## src/rtl/uart_rx_fifo.sv

```systemverilog
// Receive-side FIFO between the UART receiver and the host, with fill level and sticky overflow.
// Optional UART_RX_FIFO_ERR_TAG_EN stores the frame-error bit with each byte; otherwise errored bytes are dropped.
module uart_rx_fifo #(
   parameter int DATA_WIDTH  = 8,
   parameter int DEPTH       = 16,
   parameter int AFULL_LEVEL = DEPTH - 2
) (
   input  logic                       clk,
   input  logic                       reset,
   input  logic [DATA_WIDTH-1:0]      rx_data,
   input  logic                       rx_valid,
   input  logic                       rx_frame_error,
   output logic [DATA_WIDTH-1:0]      m_data,
   output logic                       m_frame_error,
   output logic                       m_valid,
   input  logic                       m_ready,
   output logic [$clog2(DEPTH):0]     count,
   output logic                       almost_full,
   output logic                       overflow,
   input  logic                       clear_overflow
);

   localparam int AW = $clog2(DEPTH);
   localparam int PW = AW + 1;
   localparam logic [PW-1:0] PONE      = PW'(1);
   localparam logic [PW-1:0] AFULL_CNT = PW'(AFULL_LEVEL);
`ifdef UART_RX_FIFO_ERR_TAG_EN
   localparam int MW = DATA_WIDTH + 1;
`else
   localparam int MW = DATA_WIDTH;
`endif

   logic [MW-1:0] r_mem [DEPTH];
   logic [PW-1:0] r_wrPtr;
   logic [PW-1:0] r_rdPtr;
   logic [PW-1:0] r_count;
   logic          r_overflow;

   logic          w_empty;
   logic          w_full;
   logic          w_pushReq;
   logic          w_push;
   logic          w_pop;
   logic          w_drop;
   logic [MW-1:0] w_wrWord;
   logic [MW-1:0] w_head;

   assign w_empty = (r_wrPtr == r_rdPtr);
   assign w_full  = (r_wrPtr[AW-1:0] == r_rdPtr[AW-1:0]) && (r_wrPtr[AW] != r_rdPtr[AW]);

`ifdef UART_RX_FIFO_ERR_TAG_EN
   assign w_pushReq = rx_valid;
   assign w_wrWord  = {rx_frame_error, rx_data};
`else
   assign w_pushReq = rx_valid & ~rx_frame_error;
   assign w_wrWord  = rx_data;
`endif

   // A pop in the same cycle frees a slot, so a full FIFO can still accept.
   assign w_pop  = ~w_empty & m_ready;
   assign w_push = w_pushReq & (~w_full | w_pop);
   assign w_drop = w_pushReq & w_full & ~w_pop;

   always_ff @(posedge clk) begin
      if (w_push) begin
         r_mem[r_wrPtr[AW-1:0]] <= w_wrWord;
      end
   end

   always_ff @(posedge clk) begin
      if (reset) begin
         r_wrPtr    <= '0;
         r_rdPtr    <= '0;
         r_count    <= '0;
         r_overflow <= 1'b0;
      end else begin
         if (w_push) begin
            r_wrPtr <= r_wrPtr + PONE;
         end
         if (w_pop) begin
            r_rdPtr <= r_rdPtr + PONE;
         end
         case ({w_push, w_pop})
            2'b10:   r_count <= r_count + PONE;
            2'b01:   r_count <= r_count - PONE;
            default: r_count <= r_count;
         endcase
         // A new drop outranks a simultaneous clear so no lost byte goes unreported.
         if (w_drop) begin
            r_overflow <= 1'b1;
         end else if (clear_overflow) begin
            r_overflow <= 1'b0;
         end
      end
   end

   assign w_head = r_mem[r_rdPtr[AW-1:0]];
   assign m_data = w_head[DATA_WIDTH-1:0];
`ifdef UART_RX_FIFO_ERR_TAG_EN
   assign m_frame_error = w_head[DATA_WIDTH];
`else
   assign m_frame_error = 1'b0;
`endif
   assign m_valid     = ~w_empty;
   assign count       = r_count;
   assign almost_full = (r_count >= AFULL_CNT);
   assign overflow    = r_overflow;

endmodule

```

## config.mk

```make
export PLATFORM = sky130hd
export DESIGN_NAME = uart_rx_fifo
export DESIGN_NICKNAME = d
export VERILOG_FILES = /design/src/rtl/uart_rx_fifo.sv
export SDC_FILE = /design/constraint.sdc
export NUM_CORES = 1
export LEC_CHECK = 0
export BUFFER_PORTS_ARGS = -buffer_cell sky130_fd_sc_hd__buf_2
export CORE_UTILIZATION = 55
export DETAILED_ROUTE_END_ITERATION = 6
export GPL_ROUTABILITY_DRIVEN = 1
export GPL_TIMING_DRIVEN = 1
export PLACE_DENSITY = 0.73
export SLEW_MARGIN = 20
export SYNTH_ARGS = -nofsm -noshare
export SYNTH_HDL_FRONTEND = slang
export SYNTH_SLANG_ARGS = --single-unit
```

## constraint.sdc

```tcl
create_clock -name clk -period 3.7 [get_ports clk]
set_clock_uncertainty 0.15 [all_clocks]
set_input_delay 0.37 -clock clk [delete_from_list [all_inputs] [get_ports clk]]
set_output_delay 0.37 -clock clk [all_outputs]
set_load 0.01 [all_outputs]
```

After elaboration in Yosys (flattened, before gate mapping)
Memory sizes are Yosys's and may differ from the RTL's. A register that Yosys moved wholly into a read port is not among the register bits. Cells that the tools add are included.

Add/sub/neg operators: 4. $lt $le $gt $ge: 1. Equality and inequality tests: 5. Multiplexer cells: 7. Bitwise operators: 10. Reductions and logical operators: 3.

Operator list (number): adder 5 x 1 -> 5 bit (second input constant) (3); one-hot mux 5 bit (2 select lines) (1); 2-to-1 mux 4 bit (2); bitwise AND 1 bit (5); equality test 5 bit (1); >= comparator 5 x 4 -> 1 bit (second input constant) (1); subtractor 5 x 1 -> 5 bit (second input constant) (1); equality test 4 bit (1); 2-to-1 mux 1 bit (4); inverter 1 bit (4); nonzero test 2 bit (2); equality test 2 x 1 -> 1 bit (second input constant) (1); equality test 2 bit (second input constant) (1); logical AND 1 bit (1); != test 1 bit (1); bitwise OR 1 bit (1).

Bits in registers: 16. Bits in writable memories: 128. Input bits: 14. Logic and storage cells: 35. Memories: 1.

Memory list: r_mem (words 16, width 8, rd ports 1, clocked after Yosys merged registers in 1, wr ports 1, line 33) `logic [MW-1:0] r_mem [DEPTH];`.

Longest topological paths before layout
Gate-level depths: netlist of the first run.

Depth after elaboration: 7. Gate-level depth with buffers: 10. Depth with buffers taken out: 9.

Worst setup path before layout of the first run
Ideal clock, no wire load.

Kind: register to register. From: register r_wrPtr[0]. To: register r_count[2] (netlist: count[2]). Library setup time: 128 ps. Data arrival time: 2117 ps. Slack: 1305 ps. Cell stages (with the launch flop): 10. Period minus slack after synthesis: 2395 ps. Cells stage by stage: dfxtp_1 -> xor2_1 -> nor4_4 -> a21oi_1 -> xor2_1 -> ha_1 -> or3_1 -> o22ai_1 -> xnor2_1 -> nor2_1.

Longest elaborated chain between the ends: 7.

RTL lines: from (decl) (line 34) `logic [PW-1:0] r_wrPtr;`; from (signal assigned) (line 78) `r_wrPtr <= r_wrPtr + PONE;`; equality test 5 bit or equality test 4 bit (tied branches) (line 48, 49); inverter 1 bit or logical AND 1 bit (tied branches) (line 60, 49); bitwise AND 1 bit or inverter 1 bit (tied branches) (line 60, 61); bitwise OR 1 bit (line 61) `assign w_push = w_pushReq & (~w_full | w_pop);`; bitwise AND 1 bit (line 61); equality test 2 x 1 -> 1 bit or equality test 2 bit (tied branches) (line 83) `case ({w_push, w_pop})`; one-hot mux 5 bit (2 select lines) or nonzero test 2 bit (tied branches); to (signal assigned) (line 84) `2'b10: r_count <= r_count + PONE;`; to (signal assigned) (line 85) `2'b01: r_count <= r_count - PONE;`; to (signal assigned) (line 86) `default: r_count <= r_count;`; to (decl) (line 36) `logic [PW-1:0] r_count;`.

Several ways; a longest one is shown, not always the timed one. A chain may end at the register's enable or synchronous reset.

==> results of run 1 <==
[layout make-up]
class / instances / area (µm²) / area share [%]
Clock inverter: 12 / 131 / 1.92
Inverter: 5 / 18.8 / 0.275
Tap cell: 136 / 170 / 2.49
Clock buffer: 20 / 435 / 6.38
Multi-Input combinational cell: 139 / 1540 / 22.6
Timing Repair Buffer: 47 / 283 / 4.14
Sequential cell: 148 / 4250 / 62.2
[cell usage after synthesis (2+ instances only)]
| cell type | n | area share [%] |
|---|---|---|
| a21oi_1 | 3 | 0.26 |
| buf_1 | 3 | 0.19 |
| buf_2 | 3 | 0.26 |
| clkbuf_1 | 6 | 0.38 |
| dfxtp_1 | 20 | 6.8 |
| edfxtp_1 | 128 | 65 |
| ha_1 | 6 | 1.3 |
| inv_1 | 5 | 0.32 |
| mux2i_1 | 3 | 0.51 |
| mux4_2 | 40 | 15 |
| nand2_1 | 8 | 0.51 |
| nand2b_1 | 4 | 0.43 |
| nand3_1 | 2 | 0.17 |
| nand4_1 | 3 | 0.32 |
| nor2_1 | 31 | 2.0 |
| nor3_1 | 6 | 0.51 |
| or3_1 | 2 | 0.21 |
| xnor2_1 | 6 | 0.89 |
| xor2_1 | 9 | 1.3 |
[registers in the layout, indices dropped and copies added (netlist names), named ones only]
name      count
r_mem       128
r_rdPtr       5
r_wrPtr       5
overflow      1
count         5
[power groups by stage]
stage | combinational, mW | sequential [mW] | clock (mW)
2_1_floorplan | 0.281 | 1.90 | 0
3_3_place_gp | 0.362 | 1.92 | 0
6_report | 0.370 | 1.88 | 1.62
4_1_cts | 0.374 | 1.89 | 1.65
5_1_grt | 0.401 | 1.89 | 1.72
3_5_place_dp | 0.370 | 1.92 | 0
[path summary, 6_finish.rpt]
check / slack (ps) / end / cells past startpoint
setup reg to reg: 860 / r_mem[7][4]$_DFFE_PP_ / 5
setup / recovery: 430 / m_data[7] / 4
hold reg to reg: 360 / overflow$_SDFFE_PP0P_ / 2
hold / removal: 70 / count[1]$_SDFFE_PP0P_ / 2
[metal layers]
metal / up-vias / GRT usage (%)
met3: 11 / 8.16
met2: 145 / 36.1
met1: 1541 / 32.5
met5: - / 0
li1: 1319 / -
met4: 0 / 8.25
[worst max-delay path, stage by stage, from the launching register on]
cell,delay [ps]
dfxtp_2,690
buf_4,350
mux4_2,540
mux4_2,480
buf_2,150
[per-stage QoR]
stage / worst slack (ps) / power (mW) / util, %
detailed placement: 835 / 2.29 / 60.5
finish: 430 / 3.88 / 66.1
floorplan: 1310 / 2.18 / -
global placement: 925 / 2.28 / 60.5
global route: 262 / 4.02 / 66.1
CTS: 356 / 3.90 / 66.1
[cell families (layout without fill, tap and decap cells)]
group / after synthesis / after routing / synth area share (%)
buffers and inverters: 19 / 84 / 1.47
xor gates and xnor gates: 16 / 16 / 2.51
other: 1 / 1 / 0.0639
adders and majority gates: 6 / 6 / 1.28
muxes: 43 / 43 / 15.8
DFF: 148 / 148 / 72.3
AOI/OAI and AO/OA: 12 / 12 / 1.51
and+or+nand+nor: 61 / 61 / 5.05
[repair_timing]
item | 4_1_cts | 5_1_grt
hold buffers | 1 | 0
setup buffers | 0 | 0
setup endpoints to repair | 0 | 0
hold endpoints to repair | 1 | 0
[cells in the final DEF, fill, tap and decap left out, types with 3 or more instances in the layout]
| cell type | instances |
|---|---|
| ha_1 | 6 |
| nor3_1 | 6 |
| a21oi_1 | 3 |
| nand2b_1 | 4 |
| mux2i_1 | 3 |
| mux4_2 | 40 |
| inv_1 | 5 |
| edfxtp_1 | 128 |
| nand2_1 | 8 |
| clkinv_4 | 3 |
| nand4_1 | 3 |
| buf_4 | 17 |
| xor2_1 | 9 |
| xnor2_1 | 6 |
| clkinvlp_4 | 3 |
| buf_2 | 29 |
| clkbuf_16 | 16 |
| nor2_1 | 31 |
| dfxtp_1 | 19 |
==> impl_metrics.toml, run 1 <==
[run_status]
status = "completed"

[sta]
max_freq_ghz = 0.306
hold_viol = 0
finalCritPeriodShare_pct = 88.4
tns_ps = 0
hold_slack_ps = 66.2
rsz0062_at_grt = "false"
slew_headroom_pct = 34.3
setup_viol = 0
drv_slew = 0
worstMarginPinSlew_ps = 982
period_needed_ps = 3270

[finish]
drive_above_1_share_pct = 32.9
num_antenna_cells = 0
fin_nets = 378
area_growth_pct = 16.2
fillCellCount = 679
finalNonFillerCells = 507
fin_area_um2 = 6830

[detailed_routing]
avgViaCountPerCell = 5.95
highest_layer = "met4"
drt_wl_total_um = 11800
wl_met1_um = 4840
post-route-drc-count = 0
drtIter0Drc = 273
vias = 3016
first_pass_iters = 4
dr_wl_met2_um = 5840
wl_per_cell_um = 23.3
wl_met3_um = 951
ant_nets = 0

[clock_tree]
cts_tree = "yes"
clk_latency_ps = 520
cts_sinks = 148
htree_levels = 4
cts_made_buffers = 17
clock-root-buffer = "clkbuf_8"
cts.path.max_buffers = 2
clk_pin_slew_worst_paths_ps = 60
cts_resized = 0

[synth]
synthesis.nets = 326
ys_ff_latch = 148
synth-edff-count = 128
synth_ff_type = "edfxtp_1"
yosysUniqueCellTypes = 37
yosys_warnings = 0
syn_area_um2 = 5870
async_flop_share_pct = 0
synth_cells = 306
seq_area_frac_synth_pct = 72.3
avgSynthCellArea_um2 = 19.2

[place]
portBuffers = 29
dpl_cell_area_um2 = 6250
hpwl_um = 7190
gp_congestion = 0.773
dpl.cell_count = 474

[worst_setup_path]
arrival_ps = 2750
worstSetupPathType = "register to output port"
cp_max_fo = 16
crit_path_end_kind = "output port"
start_kind = "register"
r2r-start = "r_wrPtr[2]$_SDFFE_PP0P_"
cp.required_ps = 3180

[global_route]
grt_pass1_wl_um = 18000
grt_max_degree = 33
grt-ovfl-total = 0
grtUsageTotal_pct = 23.8
antenna_found_initial = 0
grt_pass1_vias = 2970

[power]
power_frac_clock_pct = 41.9
vdd_ir_drop_max_uv = 427
cellPowerDensity_nw_per_um2 = 568
leakage_nw = 2.29
power_switching_mw = 0.864
p_sw_share_pct = 22.3
p_int_mw = 3.01
comb_power_share_pct = 9.5
p_seq_share_pct = 48.6

[floorplanning]
die_area_um2 = 11100
core_area_um2 = 10300
die_w_um = 105
die_h_um = 105
placementRows = 37
ios = 31
start_util_pct = 56.9

[job]
max-cap-violations = 0

[min_path]
hold_path.class = "input port to register"
hp-start = "reset"
Power figures use the tool's default switching activity.
==> run 2: changes to the inputs <==
==> constraint.sdc (replaced) <==
create_clock -name clk -period 3.7 [get_ports clk]
set_clock_uncertainty 0.15 [all_clocks]
set_input_delay 0.185 -clock clk [delete_from_list [all_inputs] [get_ports clk]]
set_output_delay 0.185 -clock clk [all_outputs]
set_load 0.01 [all_outputs]
==> impl_metrics.toml, run 2 (synthesis gave the netlist of run 1 again) <==
[worst_setup_path]
cp_max_fo = 16
rr_endpoint = "overflow$_SDFFE_PP0P_"
cp.required_ps = 3370
arrival_ps = 2760
crit_path_max_incr_delay_ps = 680
path_common_cell = "mux4_2"
r2r-start = "r_wrPtr[3]$_SDFFE_PP0P_"
crit_path_end_kind = "output port"
r2r_slack_ps = 940
worstSetupPathType = "register to output port"
cp_slowest_cell = "dfxtp_2"
path_cells = "buf_4 > mux4_2 > mux4_2 > buf_2"
start_kind = "register"
rr_worst_depth = 7

[sta]
hold_slack_ps = 77.4
finalCritPeriodShare_pct = 83.7
drv_slew = 0
slew_headroom_pct = 38.8
worstMarginPinSlew_ps = 915
tns_ps = 0
setup_viol = 0
max_freq_ghz = 0.323
period_needed_ps = 3100
hold_viol = 0
rsz0062_at_grt = "false"

[place]
hpwl_um = 6940
portBuffers = 29
gp_congestion = 0.774

[power]
cellPowerDensity_nw_per_um2 = 573
finalPower_mw = 3.94
vdd_ir_drop_max_uv = 406
leakage_nw = 2.27

[floorplanning]
placementRows = 37
die_h_um = 105
ios = 31
start_util_pct = 56.9
die_area_um2 = 11100
die_w_um = 105
core_area_um2 = 10300

[detailed_routing]
avgViaCountPerCell = 5.73
wl_per_cell_um = 21.7
post-route-drc-count = 0
drt_wl_total_um = 11000
first_pass_iters = 4
ant_nets = 0
vias = 2909
drtIter0Drc = 189

[finish]
largest_reg_flops = 128
drive_above_1_share_pct = 30.4
regArea_um2 = 4250
mostFrequentLayoutCell = "edfxtp_1"
area_growth_pct = 17.0
num_antenna_cells = 0
fillCellCount = 681
multiInputGateArea_um2 = 1540
fin_nets = 379
layout_common_cells = "128 x edfxtp_1, 40 x mux4_2, 31 x nor2_1"

[min_path]
hp-start = "rx_valid"
hold_path.class = "input port to register"
min_path_cells = 5
hold_path_end = "r_wrPtr[0]$_SDFFE_PP0P_"

[global_route]
grt_max_degree = 33
grt_pass1_vias = 3046
antenna_found_initial = 0
grt_pass1_wl_um = 17200
grtUsageTotal_pct = 22.3
grt-ovfl-total = 0

[run_status]
status = "completed"

[job]
max-cap-violations = 0

[clock_tree]
cts_sinks = 148
htree_levels = 4
clk_pin_slew_worst_paths_ps = 60
cts_setup_buffers = 0
cts.path.max_buffers = 2
clk_latency_ps = 530
cts_made_buffers = 17
clock-root-buffer = "clkbuf_8"
cts_tree = "yes"
[run 2: cell count changes in the layout (fill, tap and decap cells not counted)]
cell | before | now
clkbuf_8 | 2 | 1
buf_4 | 17 | 7
inv_6 | 1 | 0
clkinvlp_4 | 3 | 7
bufinv_16 | 2 | 3
dlygate4sd3_1 | 1 | 12
clkinv_2 | 2 | 3
clkinv_1 | 1 | 2
clkinv_4 | 3 | 0
clkbuf_1 | 2 | 0
[run 2: how the worst max path moves through the flow]
stage	end	slack, ps	cells after the start
6_report	m_data[2]	600	4
5_1_grt	m_data[0]	440	4
4_1_cts	m_data[2]	520	4
3_5_place_dp	r_mem[6][3]$_DFFE_PP_	1040	5
3_3_place_gp	r_mem[4][5]$_DFFE_PP_	1050	5
2_1_floorplan	count[2]$_SDFFE_PP0P_	1310	9
[run 2: layout make-up]
type,count,area share [%]
Multi-Input combinational cell,139,22.4
Sequential cell,148,61.8
Clock inverter,15,2.40
Inverter,5,0.273
Timing Repair Buffer,48,4.62
Tap cell,136,2.48
Clock buffer,17,6.02
[run 2: power by group]
part / switching, mW / internal (mW) / total, mW / leakage (nW)
logic: 0.185 / 0.205 / 0.390 / 0.693
registers: 0.0450 / 1.84 / 1.88 / 1.32
clock network: 0.651 / 1.02 / 1.67 / 0.263
[run 2: what timing repair did]
item | 4_1_cts | 5_1_grt
gates resized for setup | 0 | 0
hold endpoints to repair | 148 | 0
hold buffers | 12 | 0
[run 2: worst max-delay path: cells and delay by family (launching register included)]
family / cells / cell delay, ps
multiplexers: 2 / 1060
flip-flops: 1 / 680
buffers and inverters: 2 / 480
[run 2: metal layers]
metal	global-route usage (%)	up-vias	share of wire, %
met1	29.1	1474	40
li1	-	1317	-
met5	0	-	0
met2	35.1	106	51
met4	9.36	0	1.2
met3	6.99	12	8.0
[run 2: through the flow]
| stage | area, µm² | cells | util [%] | setup slack (ps) |
|---|---|---|---|---|
| floorplan | 5870 | 306 | - | 1310 |
| global placement | 6170 | 464 | 59.8 | 1050 |
| detailed placement | 6170 | 464 | 59.8 | 1040 |
| CTS | 6870 | 508 | 66.6 | 517 |
| global route | 6870 | 508 | 66.6 | 441 |
| finish | 6870 | 508 | 66.6 | 605 |
==> run 3: changes to the inputs <==
- ABC_AREA: not set -> 1
- PLACE_DENSITY: 0.73 -> 0.76
- clock period: 3.7 -> 2.6 ns (I/O delays scaled with it)
==> impl_metrics.toml, run 3 <==
[run_status]
status = "completed"

[floorplanning]
placementRows = 38
ios = 31
core_area_um2 = 11000
start_util_pct = 57.4
die_area_um2 = 11900
die_w_um = 109
die_h_um = 109

[place]
gp_congestion = 0.874
dpl_cell_area_um2 = 6710
place_ws_ps = 412
hpwl_um = 8300
dpl.cell_count = 684
portBuffers = 29

[detailed_routing]
avgViaCountPerCell = 5.71
wl_per_cell_um = 18.3
ant_nets = 0
drt_wl_total_um = 13400
post-route-drc-count = 0
first_pass_iters = 5
vias = 4163
drtIter0Drc = 415

[sta]
finalCritPeriodShare_pct = 95.1
setup_ws_ps = 127
tns_ps = 0
hold_viol = 0
setup_viol = 0
rsz0062_at_grt = "false"
hold_slack_ps = 284
drv_slew = 0
max_freq_ghz = 0.404
period_needed_ps = 2470

[clock_tree]
cts.path.max_buffers = 2
clk_latency_ps = 420
cts_tree = "yes"
cts_sinks = 148
cts_made_buffers = 17
cts_setup_buffers = 0
htree_levels = 4
clock-root-buffer = "clkbuf_16"
clk_pin_slew_worst_paths_ps = 60

[worst_setup_path]
arrival_ps = 2450
cp_slowest_cell = "dlygate4sd3_1"
crit_path_max_incr_delay_ps = 600
rr_worst_depth = 18
r2r-start = "r_wrPtr[1]$_SDFFE_PP0P_"
start_kind = "input port"
cp_max_fo = 6
rr_endpoint = "count[4]$_SDFFE_PP0P_"
cp.buffers_inverters = 5
path_delay_family = "buffers and inverters"
path_cells = "dlygate4sd3_1 > buf_2 > nor2_1 > dlygate4sd3_1 > nand2_2 > inv_2 > nand2_1 > nor2_1 > buf_4"
worstSetupPathType = "input port to register"
r2r_slack_ps = 410
cp.required_ps = 2580
crit_path_end_kind = "register"

[finish]
fin_area_um2 = 7480
multiInputGateArea_um2 = 1710
area_growth_pct = 18.7
largest_reg_flops = 128
drive_above_1_share_pct = 18.2
layout_common_cells = "128 x edfxtp_1, 59 x inv_1, 43 x a21oi_1, 43 x o21ai_0, 43 x nand2_1"
fillCellCount = 734
finalNonFillerCells = 729
mostFrequentLayoutCell = "edfxtp_1"
fin_nets = 597
regArea_um2 = 4250
num_antenna_cells = 0
utilization_pct = 68.1

[synth]
synth.most_common_cell = "edfxtp_1"
synthesis.nets = 536
synth-edff-count = 128
yosysUniqueCellTypes = 34
yosys-top-cells-count = "128 x edfxtp_1, 59 x inv_1, 43 x a21oi_1, 43 x nand2_1, 43 x o21ai_0"
ys_ff_latch = 148
synth_cells = 516
async_flop_share_pct = 0
synth.top_cell.area_share_pct = 61.0
seq_area_frac_synth_pct = 67.3
synth_ff_type = "edfxtp_1"
synth_top_cells_by_area = "edfxtp_1 61%, dfxtp_1 6.4%, mux2i_1 5.1%, o211ai_1 3.9%, inv_1 3.5%"
avgSynthCellArea_um2 = 12.2
syn_area_um2 = 6300
yosysTopAreaCell = "edfxtp_1"
yosys_warnings = 0

[min_path]
hold_path.class = "input port to register"
hp-start = "rx_valid"
hold_path_end = "count[0]$_SDFFE_PP0P_"
min_path_cells = 7

[global_route]
grt_pass1_vias = 4021
grt_max_degree = 63
antenna_found_initial = 0
grt_pass1_wl_um = 20300
grtUsageTotal_pct = 24.4
grt-ovfl-total = 0

[power]
leakage_nw = 2.77
vdd_ir_drop_max_uv = 502
finalPower_mw = 6.06
cellPowerDensity_nw_per_um2 = 810

[job]
max-cap-violations = 0
==> run 3: timing repair <==
item                                   4_1_cts  5_1_grt
hold buffers                                14        0
gates resized for setup                      0        0
endpoints found under the hold margin      139        0
==> run 3: report_power, final <==
part | leakage (nW) | switching [mW] | internal [mW]
clock | 0.298 | 0.926 | 1.69
sequential | 1.32 | 0.0315 | 2.62
combinational | 1.16 | 0.501 | 0.285
==> run 3: cell families after synthesis <==
| family | synth area share, % |
|---|---|
| other | 0.0595 |
| and+or+nand+nor | 8.59 |
| buffers and inverters | 5.58 |
| xor gates and xnor gates | 0.536 |
| AOI/OAI and AO/OA | 11.6 |
| adders and majority gates | 1.19 |
| DFF | 67.3 |
| muxes | 5.08 |
==> run 3: metal layers <==
metal  track usage, %  wire (µm)
met1             29.9       5660
met2             40.0       6640
met3             7.11        797
met4             10.5        254
met5                0          0
==> run 3: final cells by class <==
cell class / count / area share [%]
well taps: 140 / 2.34
flip-flops and latches: 148 / 56.8
multi-input cells: 278 / 22.8
inverters: 67 / 3.36
clock buffers: 18 / 5.74
repair buffers: 65 / 6.19
clock inverters: 13 / 2.78
==> run 3: tightest hold or removal path, cell delays in order <==
cell     delay [ps]
buf_2            90
inv_1            50
nor2_1           50
inv_1           160
nand3_4         140
nand2_4         120
a21oi_1          60
==> run 3: worst max path at each step <==
stage,end,cells past startpoint,from
after floorplan,count[2]$_SDFFE_PP0P_,15,r_wrPtr[1]$_SDFFE_PP0P_
after global placement,count[2]$_SDFFE_PP0P_,15,r_wrPtr[1]$_SDFFE_PP0P_
after detailed placement,count[2]$_SDFFE_PP0P_,15,r_wrPtr[1]$_SDFFE_PP0P_
after CTS,r_mem[9][2]$_DFFE_PP_,9,rx_frame_error
after global routing,r_mem[9][2]$_DFFE_PP_,9,rx_frame_error
final,r_mem[9][2]$_DFFE_PP_,9,rx_frame_error
